--- src/rtl/unsat_clause_collector.sv ---
// Collects clauses that flipped from satisfied to unsatisfied during a flip-evaluation
// batch into a show-ahead FIFO, then waits for the consumer to drain it.
module unsat_clause_collector #(
    parameter int NSAT                  = 3,
    parameter int LITERAL_ADDRESS_WIDTH = 12,
    parameter int FIFO_DEPTH            = 16,
    localparam int CLAUSE_WIDTH         = NSAT * LITERAL_ADDRESS_WIDTH,
    localparam int CNT_WIDTH            = $clog2(FIFO_DEPTH) + 1
) (
    input  logic                    clk,
    input  logic                    reset_n,
    input  logic                    start_i,
    input  logic                    eval_valid_i,
    input  logic [CLAUSE_WIDTH-1:0] eval_clause_i,
    input  logic                    eval_was_sat_i,
    input  logic                    eval_is_sat_i,
    input  logic                    eval_last_i,
    input  logic                    pop_i,
    output logic                    fifo_empty_o,
    output logic [CLAUSE_WIDTH-1:0] fifo_clause_o,
    output logic [CNT_WIDTH-1:0]    fifo_count_o,
    output logic                    busy_o,
    output logic                    done_o,
    output logic [15:0]             pushed_count_o,
    output logic                    overflow_o
);

    localparam int PTR_WIDTH = $clog2(FIFO_DEPTH);

    typedef enum logic [1:0] {
        IDLE,
        COLLECT,
        DRAIN
    } state_t;

    state_t                  state_q, state_d;
    logic [PTR_WIDTH-1:0]    wrPtr_q, wrPtr_d;
    logic [PTR_WIDTH-1:0]    rdPtr_q, rdPtr_d;
    logic [CNT_WIDTH-1:0]    count_q, count_d;
    logic [15:0]             pushedCount_q, pushedCount_d;
    logic                    overflow_q, overflow_d;
    logic [CLAUSE_WIDTH-1:0] lastHead_q, lastHead_d;
    logic [CLAUSE_WIDTH-1:0] mem_q [FIFO_DEPTH];

    logic fifoEmpty;
    logic fifoFull;
    logic pushReq;
    logic pushOk;
    logic popOk;

    assign fifoEmpty = (count_q == '0);
    assign fifoFull  = (count_q == CNT_WIDTH'(FIFO_DEPTH));
    assign pushReq   = (state_q == COLLECT) && eval_valid_i && eval_was_sat_i && !eval_is_sat_i;
    assign popOk     = pop_i && !fifoEmpty;
    // A full FIFO still accepts a push when the head leaves in the same cycle.
    assign pushOk    = pushReq && (!fifoFull || popOk);

    always_comb begin
        state_d       = state_q;
        wrPtr_d       = wrPtr_q;
        rdPtr_d       = rdPtr_q;
        count_d       = count_q;
        pushedCount_d = pushedCount_q;
        overflow_d    = overflow_q;
        lastHead_d    = lastHead_q;
        done_o        = 1'b0;

        case (state_q)
            IDLE: begin
                if (start_i) begin
                    state_d       = COLLECT;
                    pushedCount_d = '0;
                    overflow_d    = 1'b0;
                end
            end
            COLLECT: begin
                if (eval_valid_i && eval_last_i) begin
                    state_d = DRAIN;
                end
            end
            DRAIN: begin
                if (fifoEmpty) begin
                    state_d = IDLE;
                    done_o  = 1'b1;
                end
            end
            default: state_d = IDLE;
        endcase

        if (pushOk) begin
            wrPtr_d = wrPtr_q + PTR_WIDTH'(1);
            if (pushedCount_q != 16'hFFFF) begin
                pushedCount_d = pushedCount_q + 16'd1;
            end
        end else if (pushReq) begin
            overflow_d = 1'b1;
        end

        if (popOk) begin
            rdPtr_d    = rdPtr_q + PTR_WIDTH'(1);
            lastHead_d = mem_q[rdPtr_q];
        end

        case ({pushOk, popOk})
            2'b10:   count_d = count_q + CNT_WIDTH'(1);
            2'b01:   count_d = count_q - CNT_WIDTH'(1);
            default: count_d = count_q;
        endcase
    end

    always_ff @(posedge clk or negedge reset_n) begin
        if (!reset_n) begin
            state_q       <= IDLE;
            wrPtr_q       <= '0;
            rdPtr_q       <= '0;
            count_q       <= '0;
            pushedCount_q <= '0;
            overflow_q    <= 1'b0;
            lastHead_q    <= '0;
        end else begin
            state_q       <= state_d;
            wrPtr_q       <= wrPtr_d;
            rdPtr_q       <= rdPtr_d;
            count_q       <= count_d;
            pushedCount_q <= pushedCount_d;
            overflow_q    <= overflow_d;
            lastHead_q    <= lastHead_d;
        end
    end

    // Storage needs no reset: a slot is only read while the FIFO reports it occupied.
    always_ff @(posedge clk) begin
        if (pushOk) begin
            mem_q[wrPtr_q] <= eval_clause_i;
        end
    end

    assign fifo_empty_o   = fifoEmpty;
    assign fifo_clause_o  = fifoEmpty ? lastHead_q : mem_q[rdPtr_q];
    assign fifo_count_o   = count_q;
    assign busy_o         = (state_q != IDLE);
    assign pushed_count_o = pushedCount_q;
    assign overflow_o     = overflow_q;

endmodule

--- config.mk ---
export PLATFORM = sky130hd
export DESIGN_NAME = unsat_clause_collector
export DESIGN_NICKNAME = d
export VERILOG_FILES = /design/src/rtl/unsat_clause_collector.sv
export SDC_FILE = /design/constraint.sdc
export NUM_CORES = 1
export LEC_CHECK = 0
export CORE_MARGIN = 8
export CORE_UTILIZATION = 45
export DETAILED_ROUTE_END_ITERATION = 10
export GPL_TIMING_DRIVEN = 0
export MAX_ROUTING_LAYER = met4
export PLACE_DENSITY = 0.6
export SKIP_LAST_GASP = 1
export SYNTH_ARGS = -nofsm -noshare
export SYNTH_HDL_FRONTEND = slang
export SYNTH_SLANG_ARGS = --single-unit
--- constraint.sdc ---
create_clock -name clk -period 8.2 [get_ports clk]
set_input_delay 1.64 -clock clk [delete_from_list [all_inputs] [get_ports clk]]
set_output_delay 1.64 -clock clk [all_outputs]
set_load 0.02 [all_outputs]
==> impl_metrics.toml, run 1 <==
[outcome]
status = "finished, final reports clean"

[setup_path]
end_kind = "primary output"
cp_cell_sequence = "buf_2 > buf_1 > mux2i_1 > mux2_2 > o21ai_0 > clkdlybuf4s50_1"
reg2reg_depth = 7
timing.rr.end = "mem_q[1][15]"
cp.required_ps = 6560
crit_end = "fifo_clause_o[4]"
setup.reg_to_reg.worst_slack_ps = 4730
cp-start-kind = "flop"
rr_startpoint = "fifo_count_o[4]"
path_max_fanout = 10
cp-startpoint = "rdPtr_q[1]"
cp_slowest_stage_delay_ps = 860
arrival_ps = 3960
cp_slowest_cell = "buf_1"
worstSetupPathType = "flop to primary output"

[finish]
final.fill_count = 4398
layout-drive-gt1-share = 0.233
mostFrequentLayoutCell = "edfxtp_1"
area_growth_pct = 19.0
multiInputGateArea_um2 = 6170
final_cell_mix = "edfxtp_1 (576), mux4_2 (144), clkdlybuf4s50_1 (103), nand2_1 (96), mux2i_1 (88)"
regArea_um2 = 19000
fin_nets = 1537
final_util = 0.538

[yosys]
synth_warnings = 0
ys_ff_latch = 644
synth_top_flop_cell = "edfxtp_1"
synth_edf_count = 576
synth.distinct_cells = 47
postSynthAreaPerCell_um2 = 20.0
netlist_area_um2 = 25400
async_flop_share = 0.106
yosysSeqAreaShare = 0.748
syn_nets = 1326
synth_cells = 1272

[placed_design]
io_buffers = 104
globalplace.congestion = 0.827
post-place-ws_ps = 3070
dp.final_hpwl_mm = 39.3

[cts]
clkTransAtPathRegs_ps = 60
numCtsBuffers = 69
cts_tree = "done"
ctsLongestPathBuffers = 3
cts-resized-gates = 0
htreeDepth = 3
cts_root_buffer = "clkbuf_16"
clk-insertion-delay-late_ps = 600
cts.sinks = 644
hold_buffers = 0
post_cts_buffers = 0

[floorplanning]
rows = 87
start_util = 0.452
die_w_um = 254
core_um2 = 56200
fp.dieH_um = 254
ios = 105
die-area_um2 = 64300

[sta]
fin_ws_ps = 2600
setup_viol = 0
fmax_ghz = 0.179
fin_setup_tns_ps = 0
finalCritPeriodShare = 0.682
slew_headroom = 0.264
hold_violations = 0
clock_skew_ps = 25.7
final_max_slew_viol_count = 0
min_period_ps = 5600
tightest_slew_ps = 1100
grt_setup_unrepaired = "false"

[routing]
wl_mm = 60.7
drt_iter0_markers = 1205
dr.pass1.iters = 5
ant_nets = 0
drc = 0
avgRoutedWirePerCell_um = 26.5
via_per_inst = 5.63
vias = 12899

[global_routing]
grt_max_degree = 44
busiest_layer = "met2"
antenna_found_initial = 1
grt_pass1_vias = 13584
grt_use_met2 = 0.307
grt_pass1_wl_mm = 90.1
gr-total-overflow = 0
track_usage = 0.197
met1_usage = 0.271
grt.met3_usage = 0.0325

[power_and_ir_drop]
p_per_area_nw_per_um2 = 335
power_leakage_uw = 0.0100
ir_drop_uv = 167
finalPower_uw = 10100

[flow_run]
drv_cap = 0

[hold_path]
hold_path.class = "flop to flop"
-- synth_stat cells, types with 9 or more instances --
master    number  area [um^2]
mux2i_1       88          881
ha_1           9          113
nor2_1        21         78.8
inv_1         11         41.3
dfrtp_1       68         1700
o21ai_0       74          370
buf_2         26          130
edfxtp_1     576        17300
mux2_2        37          417
mux4_2       144         3240
clkbuf_1      29          109
buf_1          9         33.8
nand2_1       96          360
-- cells by family (layout without fill, tap and decap cells) --
kind of cell	after synthesis	in the layout	share of synthesized area
adders and majority gates	10	10	0.00522
AOI/OAI and AO/OA	103	103	0.0241
buffers and inverters	80	342	0.0140
other	0	1	0
muxes	271	271	0.180
and+or+nand+nor	155	155	0.0264
DFF	644	644	0.748
xor gates and xnor gates	9	9	0.00310
-- per-layer routing --
metal,share of wire,wire [um],up-vias
met5,0,0,-
met4,0.019,1130,0
met3,0.057,3480,82
met2,0.48,29300,383
met1,0.44,26700,6849
li1,-,-,5585
-- area by class of cell --
class / instances / area share
sequential: 644 / 0.628
multi-input combinational: 548 / 0.204
clock buffer: 99 / 0.0647
timing repair buffer: 140 / 0.0549
tap: 756 / 0.0313
buffer: 69 / 0.0104
clock inverter: 23 / 0.00472
inverter: 11 / 0.00137
antenna: 1 / 0.0000828
-- state kept, by name, summed over array words and instances (netlist names) --
signal / count
wrPtr_q: 4
fifo_count_o: 5
overflow_o: 1
mem_q: 576
state_q: 2
rdPtr_q: 4
pushed_count_o: 16
lastHead_q: 36
-- per-stage QoR --
step	hold WS (ps)	cell area [um^2]	std cells
global placement	461	27400	2132
global route	498	30200	2291
detailed placement	470	28100	2168
floorplan	450	25400	1272
CTS	483	30200	2290
finish	480	30200	2291
-- worst min path at each step --
stage	start	end	slack, ps	cells past startpoint
global route	lastHead_q[32]	lastHead_q[32]	500	2
floorplan	lastHead_q[0]	lastHead_q[0]	450	2
global placement	lastHead_q[22]	lastHead_q[22]	460	2
finish	lastHead_q[15]	lastHead_q[15]	480	2
CTS	lastHead_q[23]	lastHead_q[23]	480	2
detailed placement	lastHead_q[28]	lastHead_q[28]	470	2
-- worst max-delay path, delay by kind of cell, from the launching register on --
family	cells	cell delay (ps)
multiplexers	2	600
buffers and inverters	3	1950
flip-flops	1	390
AO/OA/AOI/OAI	1	410
-- where the power goes --
group / internal, uW / switching, uW / leakage (uW)
Sequential: 3750 / 102 / 0.00603
Combinational: 1530 / 1840 / 0.00299
Clock: 1690 / 1230 / 0.00102
(Power assumes the default switching activity.)
==> run 2: changes to the inputs <==
PLACE_DENSITY = 0.62   (was 0.6)
clock period = 5.11 ns   (was 8.2 ns; I/O delays follow)
==> impl_metrics.toml, run 2 (synthesized netlist as in run 1, its figures left out) <==
[global_routing]
gr-total-overflow = 0
antenna_found_initial = 4
grt_pass1_wl_mm = 87.1
track_usage = 0.191
grt_pass1_vias = 13156
grt_max_degree = 44

[outcome]
status = "finished, final reports clean"

[cts]
clk-insertion-delay-late_ps = 600
cts_tree = "done"
clkTransAtPathRegs_ps = 60
htreeDepth = 3
numCtsBuffers = 68
hold_buffers = 0
cts.sinks = 644
cts_root_buffer = "clkbuf_16"
post_cts_buffers = 0
ctsLongestPathBuffers = 3

[power_and_ir_drop]
netSwitchingFraction = 0.309
combinationalPowerShare = 0.328
pwr-share-seq = 0.378
intPower_uw = 11300
p_per_area_nw_per_um2 = 539
power.switching_uw = 5040
finalPower_uw = 16300
clock_power_share = 0.294
ir_drop_uv = 283
power_leakage_uw = 0.0101

[sta]
finalCritPeriodShare = 0.971
final_max_slew_viol_count = 0
clock_skew_ps = 27.3
hold_violations = 0
fin_ws_ps = 151
slew_headroom = 0.267
min_period_ps = 4960
setup_viol = 0
fmax_ghz = 0.202
grt_setup_unrepaired = "false"
tightest_slew_ps = 1100

[floorplanning]
core_um2 = 56200
ios = 105
die_w_um = 254
start_util = 0.452
die-area_um2 = 64300
fp.dieH_um = 254
rows = 87

[routing]
ant_nets = 0
drt_iter0_markers = 1091
dr.pass1.iters = 5
via_per_inst = 5.62
vias = 12898
drc = 0
avgRoutedWirePerCell_um = 25.8
wl_mm = 59.3

[finish]
largest_register_ffs = 576
mostFrequentLayoutCell = "edfxtp_1"
area_growth_pct = 19.2
final_cell_mix = "edfxtp_1 (576), mux4_2 (144), clkdlybuf4s50_1 (103), nand2_1 (96), mux2i_1 (88)"
fin_nets = 1535
final_util = 0.539
top_register = "mem_q"
layout-drive-gt1-share = 0.238

[setup_path]
cp_cell_sequence = "or4_4 > nor2_1 > buf_2 > clkbuf_1 > nand2_1 > o21ai_0 > clkdlybuf4s50_1"
arrival_ps = 3940
critical_path_buf_inv_count = 3
cp-start-kind = "flop"
end_kind = "primary output"
cp_top_family = "buffers and inverters"
worstSetupPathType = "flop to primary output"
rr_startpoint = "fifo_count_o[4]"
crit_cells = 7
cp_slowest_stage_delay_ps = 680
cp_slowest_cell = "clkdlybuf4s50_1"
cp-startpoint = "fifo_count_o[1]"
reg2reg_depth = 7
path_max_fanout = 10
cp.required_ps = 4090

[placed_design]
dp.final_hpwl_mm = 38.3
post-place-ws_ps = 612
globalplace.congestion = 0.823
io_buffers = 104

[flow_run]
drv_cap = 0

[hold_path]
hold_path.class = "primary input to asynchronous set/reset pin"
run 2: cell count changes in the layout (fill, tap and decap cells not counted), moves of 3 or more:
cell,change
clkbuf_2,+3
clkinv_1,-4
clkbuf_16,-3
inv_6,+3
bufinv_16,+4
clkinv_2,+4
run 2: metrics by stage:
stage          instance area, um^2  hold slack (ps)  TNS (ps)  cells
6_report                     30300              341         0   2295
5_1_grt                      30300              349         0   2295
4_1_cts                      30300              324         0   2292
3_5_place_dp                 28100              470         0   2167
3_3_place_gp                 27400              462  -1177700   2132
2_1_floorplan                25400              450         0   1272
run 2: worst paths after layout:
check,to,slack [ps]
max in group asynchronous,lastHead_q[3],4140
worst max register to register,mem_q[2][15],1750
worst min-delay path,pushed_count_o[14],340
min in group clk,lastHead_q[27],480
worst max-delay path,fifo_clause_o[13],150
worst min register to register,lastHead_q[27],480
run 2: power by group through the flow:
| stage | sequential (uW) | combinational, uW | clock, uW |
|---|---|---|---|
| detailed placement | 6280 | 5450 | 0 |
| finish | 6180 | 5360 | 4810 |
| global placement | 6280 | 5330 | 0 |
| global route | 6210 | 5740 | 5080 |
| floorplan | 6280 | 3390 | 0 |
| CTS | 6180 | 5470 | 4900 |
run 2: area by class of cell:
cell class / count / area (um^2)
Antenna cell: 3 / 7.51
Buffer: 69 / 318
Clock buffer: 97 / 1870
Clock inverter: 28 / 285
Fill cell: 4362 / 25900
Inverter: 11 / 41.3
Multi-Input combinational cell: 548 / 6170
Sequential cell: 644 / 19000
Tap cell: 756 / 946
Timing Repair Buffer: 139 / 1660
run 2: metal layers:
layer	share of wire	routed length, um	track usage
met1	0.42	25200	0.253
met2	0.50	29400	0.304
met3	0.063	3720	0.0349
met4	0.016	975	0.0528
met5	0	0	-
run 2: what timing repair did:
action | in CTS | in global routing
setup endpoints to repair | 1 | 8
pin swaps | 0 | 0
gates resized for setup | 1 | 4
